--- src/rtl/fft32_bitrev_reorder_if.sv ---
// Sample bus between the FFT32 core output and the reorder stage, plus the natural-order result stream.
interface fft32_bitrev_reorder_if #(
   parameter int NB    = 16,
   parameter int LOG2N = 5
);
   logic             START_I;
   logic [NB-1:0]    DR_I;
   logic [NB-1:0]    DI_I;
   logic [NB-1:0]    DR_O;
   logic [NB-1:0]    DI_O;
   logic             VLD_O;
   logic             FRM_O;
   logic [LOG2N-1:0] IDX_O;
   logic             ERR_O;

   modport master (
      output START_I, DR_I, DI_I,
      input  DR_O, DI_O, VLD_O, FRM_O, IDX_O, ERR_O
   );

   modport slave (
      input  START_I, DR_I, DI_I,
      output DR_O, DI_O, VLD_O, FRM_O, IDX_O, ERR_O
   );
endinterface

--- src/rtl/fft32_bitrev_reorder.sv ---
// Ping-pong frame buffer turning FFT32 bit-reversed output into natural order; 32-cycle latency, no backpressure.
// BITREV_REORDER_EN selects bit-reversed write addressing; undefined gives a plain 32-cycle frame delay.
module fft32_bitrev_reorder #(
   parameter int NB    = 16,
   parameter int LOG2N = 5
) (
   input  logic                  CLK,
   input  logic                  RST,
   fft32_bitrev_reorder_if.slave bus
);
   localparam int N = 1 << LOG2N;
   localparam logic [LOG2N-1:0] LAST = '1;

   typedef enum logic {W_IDLE, W_RUN} wstate_t;
   typedef enum logic {R_IDLE, R_RUN} rstate_t;

   wstate_t          ws_q, ws_d;
   rstate_t          rs_q, rs_d;
   logic [LOG2N-1:0] wcnt_q, wcnt_d;
   logic [LOG2N-1:0] rcnt_q, rcnt_d;
   logic             wbank_q, wbank_d;
   logic             rbank_q, rbank_d;
   logic [1:0]       full_q, full_d;
   logic [1:0]       full_set, full_clr;
   logic             abort_q, abort_d;
   logic [NB-1:0]    dr_q, dr_d;
   logic [NB-1:0]    di_q, di_d;
   logic [LOG2N-1:0] idx_q, idx_d;
   logic             vld_q, vld_d;
   logic             frm_q, frm_d;
   logic             err_q;

   logic [2*NB-1:0]  mem_q [2][N];
   logic             we;
   logic [LOG2N-1:0] wptr;
   logic [LOG2N-1:0] waddr;
   logic [2*NB-1:0]  rdat;

`ifdef BITREV_REORDER_EN
   function automatic logic [LOG2N-1:0] bitrev(input logic [LOG2N-1:0] a);
      logic [LOG2N-1:0] r;
      for (int i = 0; i < LOG2N; i++) r[i] = a[LOG2N-1-i];
      return r;
   endfunction
   assign waddr = bitrev(wptr);
`else
   assign waddr = wptr;
`endif

   // A START_I seen while a frame is open (including on its last sample) restarts that frame in place.
   always_comb begin
      ws_d     = ws_q;
      wcnt_d   = wcnt_q;
      wbank_d  = wbank_q;
      we       = 1'b0;
      wptr     = wcnt_q;
      abort_d  = 1'b0;
      full_set = '0;
      case (ws_q)
         W_IDLE: begin
            if (bus.START_I) begin
               we     = 1'b1;
               wptr   = '0;
               wcnt_d = LOG2N'(1);
               ws_d   = W_RUN;
            end
         end
         W_RUN: begin
            we = 1'b1;
            if (bus.START_I) begin
               wptr    = '0;
               wcnt_d  = LOG2N'(1);
               abort_d = 1'b1;
            end else begin
               wcnt_d = wcnt_q + LOG2N'(1);
               if (wcnt_q == LAST) begin
                  full_set[wbank_q] = 1'b1;
                  wbank_d           = ~wbank_q;
                  ws_d              = W_IDLE;
               end
            end
         end
         default: ws_d = W_IDLE;
      endcase
   end

   always_ff @(posedge CLK) begin
      if (we) mem_q[wbank_q][waddr] <= {bus.DR_I, bus.DI_I};
   end

   // Bin 0 is emitted on the same edge that first sees the bank full, so idle->run costs no cycle.
   always_comb begin
      rs_d     = rs_q;
      rcnt_d   = rcnt_q;
      rbank_d  = rbank_q;
      full_clr = '0;
      dr_d     = dr_q;
      di_d     = di_q;
      idx_d    = idx_q;
      vld_d    = 1'b0;
      frm_d    = 1'b0;
      rdat     = mem_q[rbank_q][rcnt_q];
      if (rs_q == R_RUN || full_q[rbank_q]) begin
         dr_d   = rdat[2*NB-1:NB];
         di_d   = rdat[NB-1:0];
         idx_d  = rcnt_q;
         vld_d  = 1'b1;
         frm_d  = (rcnt_q == '0);
         rcnt_d = rcnt_q + LOG2N'(1);
         rs_d   = R_RUN;
         if (rcnt_q == LAST) begin
            full_clr[rbank_q] = 1'b1;
            rbank_d           = ~rbank_q;
            rs_d              = full_q[~rbank_q] ? R_RUN : R_IDLE;
         end
      end
   end

   assign full_d = (full_q & ~full_clr) | full_set;

   always_ff @(posedge CLK or negedge RST) begin
      if (!RST) begin
         ws_q    <= W_IDLE;
         rs_q    <= R_IDLE;
         wcnt_q  <= '0;
         rcnt_q  <= '0;
         wbank_q <= 1'b0;
         rbank_q <= 1'b0;
         full_q  <= 2'b00;
         abort_q <= 1'b0;
         err_q   <= 1'b0;
         dr_q    <= '0;
         di_q    <= '0;
         idx_q   <= '0;
         vld_q   <= 1'b0;
         frm_q   <= 1'b0;
      end else begin
         ws_q    <= ws_d;
         rs_q    <= rs_d;
         wcnt_q  <= wcnt_d;
         rcnt_q  <= rcnt_d;
         wbank_q <= wbank_d;
         rbank_q <= rbank_d;
         full_q  <= full_d;
         abort_q <= abort_d;
         err_q   <= abort_q;
         dr_q    <= dr_d;
         di_q    <= di_d;
         idx_q   <= idx_d;
         vld_q   <= vld_d;
         frm_q   <= frm_d;
      end
   end

   assign bus.DR_O  = dr_q;
   assign bus.DI_O  = di_q;
   assign bus.IDX_O = idx_q;
   assign bus.VLD_O = vld_q;
   assign bus.FRM_O = frm_q;
   assign bus.ERR_O = err_q;
endmodule

--- src/flat_wrapper.sv ---
// flat-port wrapper written by rule: the top's interface ports become plain ports
module fft32_bitrev_reorder_flat 
#(
   parameter int NB    = 16,
   parameter int LOG2N = 5
)
  (CLK, RST, bus_START_I, bus_DR_I, bus_DI_I, bus_DR_O, bus_DI_O, bus_VLD_O, bus_FRM_O, bus_IDX_O, bus_ERR_O);
  fft32_bitrev_reorder_if #(.NB(NB), .LOG2N(LOG2N)) bus_i ();
  input  logic CLK;
  input  logic RST;
  input wire logic [$bits(bus_i.START_I)-1:0] bus_START_I;
  input wire logic [$bits(bus_i.DR_I)-1:0] bus_DR_I;
  input wire logic [$bits(bus_i.DI_I)-1:0] bus_DI_I;
  output wire logic [$bits(bus_i.DR_O)-1:0] bus_DR_O;
  output wire logic [$bits(bus_i.DI_O)-1:0] bus_DI_O;
  output wire logic [$bits(bus_i.VLD_O)-1:0] bus_VLD_O;
  output wire logic [$bits(bus_i.FRM_O)-1:0] bus_FRM_O;
  output wire logic [$bits(bus_i.IDX_O)-1:0] bus_IDX_O;
  output wire logic [$bits(bus_i.ERR_O)-1:0] bus_ERR_O;
  assign bus_i.START_I = bus_START_I;
  assign bus_i.DR_I = bus_DR_I;
  assign bus_i.DI_I = bus_DI_I;
  assign bus_DR_O = bus_i.DR_O;
  assign bus_DI_O = bus_i.DI_O;
  assign bus_VLD_O = bus_i.VLD_O;
  assign bus_FRM_O = bus_i.FRM_O;
  assign bus_IDX_O = bus_i.IDX_O;
  assign bus_ERR_O = bus_i.ERR_O;
  fft32_bitrev_reorder #(.NB(NB), .LOG2N(LOG2N)) u_core (.CLK(CLK), .RST(RST), .bus(bus_i));
endmodule
--- config.mk ---
export PLATFORM = sky130hd
export DESIGN_NAME = fft32_bitrev_reorder_flat
export DESIGN_NICKNAME = d
export VERILOG_FILES = /design/src/rtl/fft32_bitrev_reorder_if.sv /design/src/rtl/fft32_bitrev_reorder.sv /design/src/flat_wrapper.sv
export SDC_FILE = /design/constraint.sdc
export NUM_CORES = 2
export LEC_CHECK = 0
export BUFFER_PORTS_ARGS = -buffer_cell sky130_fd_sc_hd__buf_2
export CAP_MARGIN = 15
export CORE_UTILIZATION = 50
export CTS_BUF_LIST = sky130_fd_sc_hd__clkbuf_8
export CTS_CLUSTER_DIAMETER = 30
export DETAILED_ROUTE_END_ITERATION = 16
export PLACE_DENSITY_LB_ADDON = 0.1
export SLEW_MARGIN = 40
export SYNTH_ARGS = -nofsm -noshare
export SYNTH_HDL_FRONTEND = slang
export SYNTH_SLANG_ARGS = --single-unit
--- constraint.sdc ---
create_clock -name CLK -period 2.75 [get_ports CLK]
set_clock_uncertainty 0.05 [all_clocks]
set_input_delay 0.6875 -clock CLK [delete_from_list [all_inputs] [get_ports CLK]]
set_output_delay 0.6875 -clock CLK [all_outputs]
set_load 0.02 [all_outputs]
==> run summary <==
The run finished, with violations left. The checks that failed: setup timing. TritonCTS buffer count: 443. The cell with the largest stage delay on the worst path is dfrtp_4. The number of nets in the synthesized netlist is 3788. The peak supply drop is 0.000606 V, and the area share of the largest cell type after synthesis is 0.764. The most numerous cell type found on the critical path is buf_12.

Final count of hold timing violations: 0. Clock-pin slew was measured on the worst setup and hold paths at 60 ps. The critical path's largest stage delay was 520 ps. The logs give 15.0 mW for the power dissipated by switching net loads and 315000 µm for the global-route wire length before repair. The tools report the total vias in the final route as 42.2k. The logs give 3748 for the instance count of the mapped netlist and 75 for the number of top-level pins.

Counting the fill cells in the layout gives 11.3k. Adding up every negative setup slack in the final design gives -25.3 ps. The synthesized design contains 2048 enable-type register cells. The final cell utilization of the core is 0.616. The cell type with the highest aggregate area in the netlist is edfxtp_1. The area of the die was 163000 µm². The mapped netlist covers 80500 µm². The portion of total power attributed to combinational logic came out at 0.013.

The run gives 0 as the overflow left after global routing. In the post-synthesis netlist, the biggest area contributors are edfxtp_1, mux4_2, mux2i_1. Before antenna repair, the detailed router went through 7 iterations. TritonCTS built the clock tree.

The sequential cell fraction of total power is 0.481. Traced cell by cell, the critical path runs through buf_12, buf_12, nand3b_1, buf_4, buf_12, o221ai_1, a211oi_1, buf_4, a311o_1, a21oi_1. Synthesis instantiated 56 different standard cells from the library.

The worst relative slew slack was 0.460. Prior to clock tree synthesis, the placed netlist has a worst setup slack of -178 ps. The routed design has 224000 µm of wire. For the worst setup path, the data arrival time is 3690 ps. The tools report the final weighted congestion in routability-driven placement as 0.795. The library cell used most frequently in the layout, excluding fill and tap cells, is edfxtp_1. The top cell types in the final layout, fill and taps aside, are edfxtp_1, clkbuf_8, mux4_2, buf_4, mux2i_1. The total stage count of the critical path is 10, and the latest clock arrival within the worst-skew pair is 1080 ps. Measured in cells, the most critical reg-to-reg path has a length of 10.

The relative area change from synthesis to final layout is 21.7%. Core region area: 159000 µm². The design draws 73.8 mW. For the worst setup path, the data required time is 3670 ps. Counting I/O delays and the setup requirement, the final critical path takes 2780 ps.

The prevailing post-synth register cell was edfxtp_1. The clock net in this run drives a total of 2105 sinks. The final layout contains 4504 nets. The synthesized design contains 2105 register bits. Power spread over the standard cell area amounts to 753 nW/µm². The pin slew with the least headroom to its limit was 810 ps; the internal power was 58.8 mW.

Based on the critical path, the design can be clocked at up to 360 MHz. Worst-path maximum fanout: 11. CTS placed an instance of clkbuf_8 at the clock tree root. The clock passes through at most 4 buffers. The floorplan step set the die width to 403 µm. The final clock period utilization by the worst path was 1.01. By startpoint and endpoint, the worst setup path is classified as reg -> reg. In the routed layout, each cell is associated on average with a via count of 6.05.

The worst setup path is captured at a register. The sum of net half-perimeters after detailed placement is 129000 µm. The leakage dissipation is 34.6 nW. The run gives 16 as the initial antenna violation count. A synthesized cell averages 21.5 µm².

The tools report the max-slew violation count as 0. The detailed router finished its first iteration with 4515 violations. The number of placed instances, taps included, is 6142.

For the slack of the critical path, the log shows -25.3 ps. The floorplan step set the die height to 403 µm. The H-tree generated during clock tree synthesis spans 5 levels. The tools report the max-capacitance violation count as 0. The tightest min-delay check is of the in -> async type. The number of buffers and inverters on the critical path is 5. The switching share of total power came out at 0.203. Final setup violation count: 1.

The via count of the first global-routing pass is 42.6k. The tools report the sequential-to-total area share from yosys stat as 0.781. Entering global routing, the biggest net connects 65 pins. The worst setup path is launched from a register. Global routing usage summed across all routing layers: 0.277. Among cell families on the critical path, the largest total delay comes from compound AO/OA/AOI/OAI gates.

In the routed design, unresolved DRC markers number 0. Fraction of registers with async set/reset: 0.0271. In this run the tool buffered the top-level ports with 74 buffer cells.

Row count: 146. The tools report the initial standard-cell utilization of the core as 0.506. For the power share of the clock group, the log shows 0.506. The post-detailed-route wirelength per cell works out to 32.1 µm. Once detail routing completed, the nets flagged for antenna violations numbered 0. For this run, the number of Yosys warnings is 0. Excluding fillers, the count of instances in the completed layout stands at 6974. Layout cell share with drive strength beyond 1: 0.352.
==> worst register-to-register path: stages, from the launching register on <==
cell and delay [ps]:
dfrtp_4 520, buf_12 180, buf_12 170, nand3b_1 290, buf_4 220, buf_12 140, o221ai_1 280, a211oi_1 110
buf_4 160, a311o_1 410, a21oi_1 170
==> path summary, 6_finish.rpt <==
kind / to / slack, ps / start
worst max register to register: u_core.bus.DI_O[5]$_DFFE_PN0P_ / -30 / u_core.rbank_q$_DFFE_PN0P_
worst max-delay path: u_core.bus.DI_O[5]$_DFFE_PN0P_ / -30 / u_core.rbank_q$_DFFE_PN0P_
max in group asynchronous: u_core.bus.DR_O[9]$_DFFE_PN0P_ / 1710 / RST
min in group CLK: u_core.mem_q[0][17]$_DFFE_PP_ / 100 / bus_DR_I[1]
worst min-delay path: u_core.bus.DI_O[14]$_DFFE_PN0P_ / 100 / RST
worst min register to register: u_core.bus.ERR_O$_DFF_PN0_ / 270 / u_core.abort_q$_DFF_PN0_
==> layer usage <==
metal,vias to the layer above,GRT usage,routed length (µm)
met2,1959,0.431,106000
met3,349,0.0564,18700
met4,4,0.0708,4540
met5,-,0,16
li1,17363,-,-
met1,22497,0.404,94800
==> repair_timing <==
action | 4_1_cts | 5_1_grt
gates cloned | 0 | 4
hold buffers | 5 | 0
buffers inserted | 0 | 14
hold endpoints to repair | 63 | 0
pin swaps | 0 | 1
gates resized for setup | 11 | 15
setup endpoints to repair | 6 | 18
==> layout make-up <==
cell class | count | area [µm²] | share of cell area
tap | 2146 | 2690 | 0.0274
multi-input combinational | 1422 | 17100 | 0.174
clock buffer | 459 | 6320 | 0.0645
antenna | 5 | 12.5 | 0.000128
timing repair buffer | 484 | 5200 | 0.0531
inverter | 8 | 32.5 | 0.000332
clock inverter | 345 | 3760 | 0.0383
sequential | 2105 | 62900 | 0.642
==> stage by stage <==
step / area (µm²) / hold slack [ps]
finish: 98000 / 97.4
global route: 98000 / 38.7
CTS: 97700 / 3.34
detailed placement: 87500 / 289
global placement: 87500 / 288
floorplan: 80600 / 281
==> cells in the mapped netlist, drive strengths merged (3+ instances only) <==
cell / n
nor3: 6
o221ai: 12
nand2: 103
a221oi: 29
a311oi: 3
nand4: 8
xnor2: 5
and3b: 3
o211ai: 9
a211oi: 4
o32a: 10
and3: 14
a21oi: 55
nor3b: 6
mux2i: 256
a211o: 22
a311o: 3
nand3: 40
buf: 150
nor2: 118
o21ai: 32
inv: 8
clkbuf: 63
a22o: 21
edfxtp: 2048
a22oi: 107
dfrtp: 57
ha: 5
mux2: 48
o22a: 4
a31oi: 21
mux4: 398
and2: 6
o22ai: 34
nor2b: 12
o221a: 7
==> logic make-up after synthesis <==
| logic type | synth area share |
|---|---|
| XOR/XNOR | 0.000761 |
| multiplexers | 0.150 |
| buffers and inverters | 0.0149 |
| flip-flops | 0.781 |
| AND/OR/NAND/NOR | 0.0180 |
| AO/OA/AOI/OAI | 0.0345 |
| adder cells (fa/ha/maj) | 0.000777 |
==> power groups by stage <==
stage,clock [mW],combinational [mW],sequential [mW]
2_1_floorplan,0,0.155,36.1
3_3_place_gp,0,0.945,36.1
3_5_place_dp,0,0.977,36.1
4_1_cts,37.8,0.983,35.5
5_1_grt,39.4,1.03,35.5
6_report,37.3,0.975,35.5
==> registers in the layout (all words and copies together), names as in the netlist <==
signal and cells:
u_core.mem_q 2048, u_core.bus.VLD_O 1, u_core.rbank_q 1, u_core.bus.FRM_O 1, u_core.bus.ERR_O 1, u_core.wbank_q 1, u_core.bus.IDX_O 5, u_core.ws_q 1
u_core.full_q 2, u_core.bus.DR_O 16, u_core.abort_q 1, u_core.bus.DI_O 16, u_core.wcnt_q 5, u_core.rcnt_q 5, u_core.rs_q 1
(Power assumes the default switching activity.)
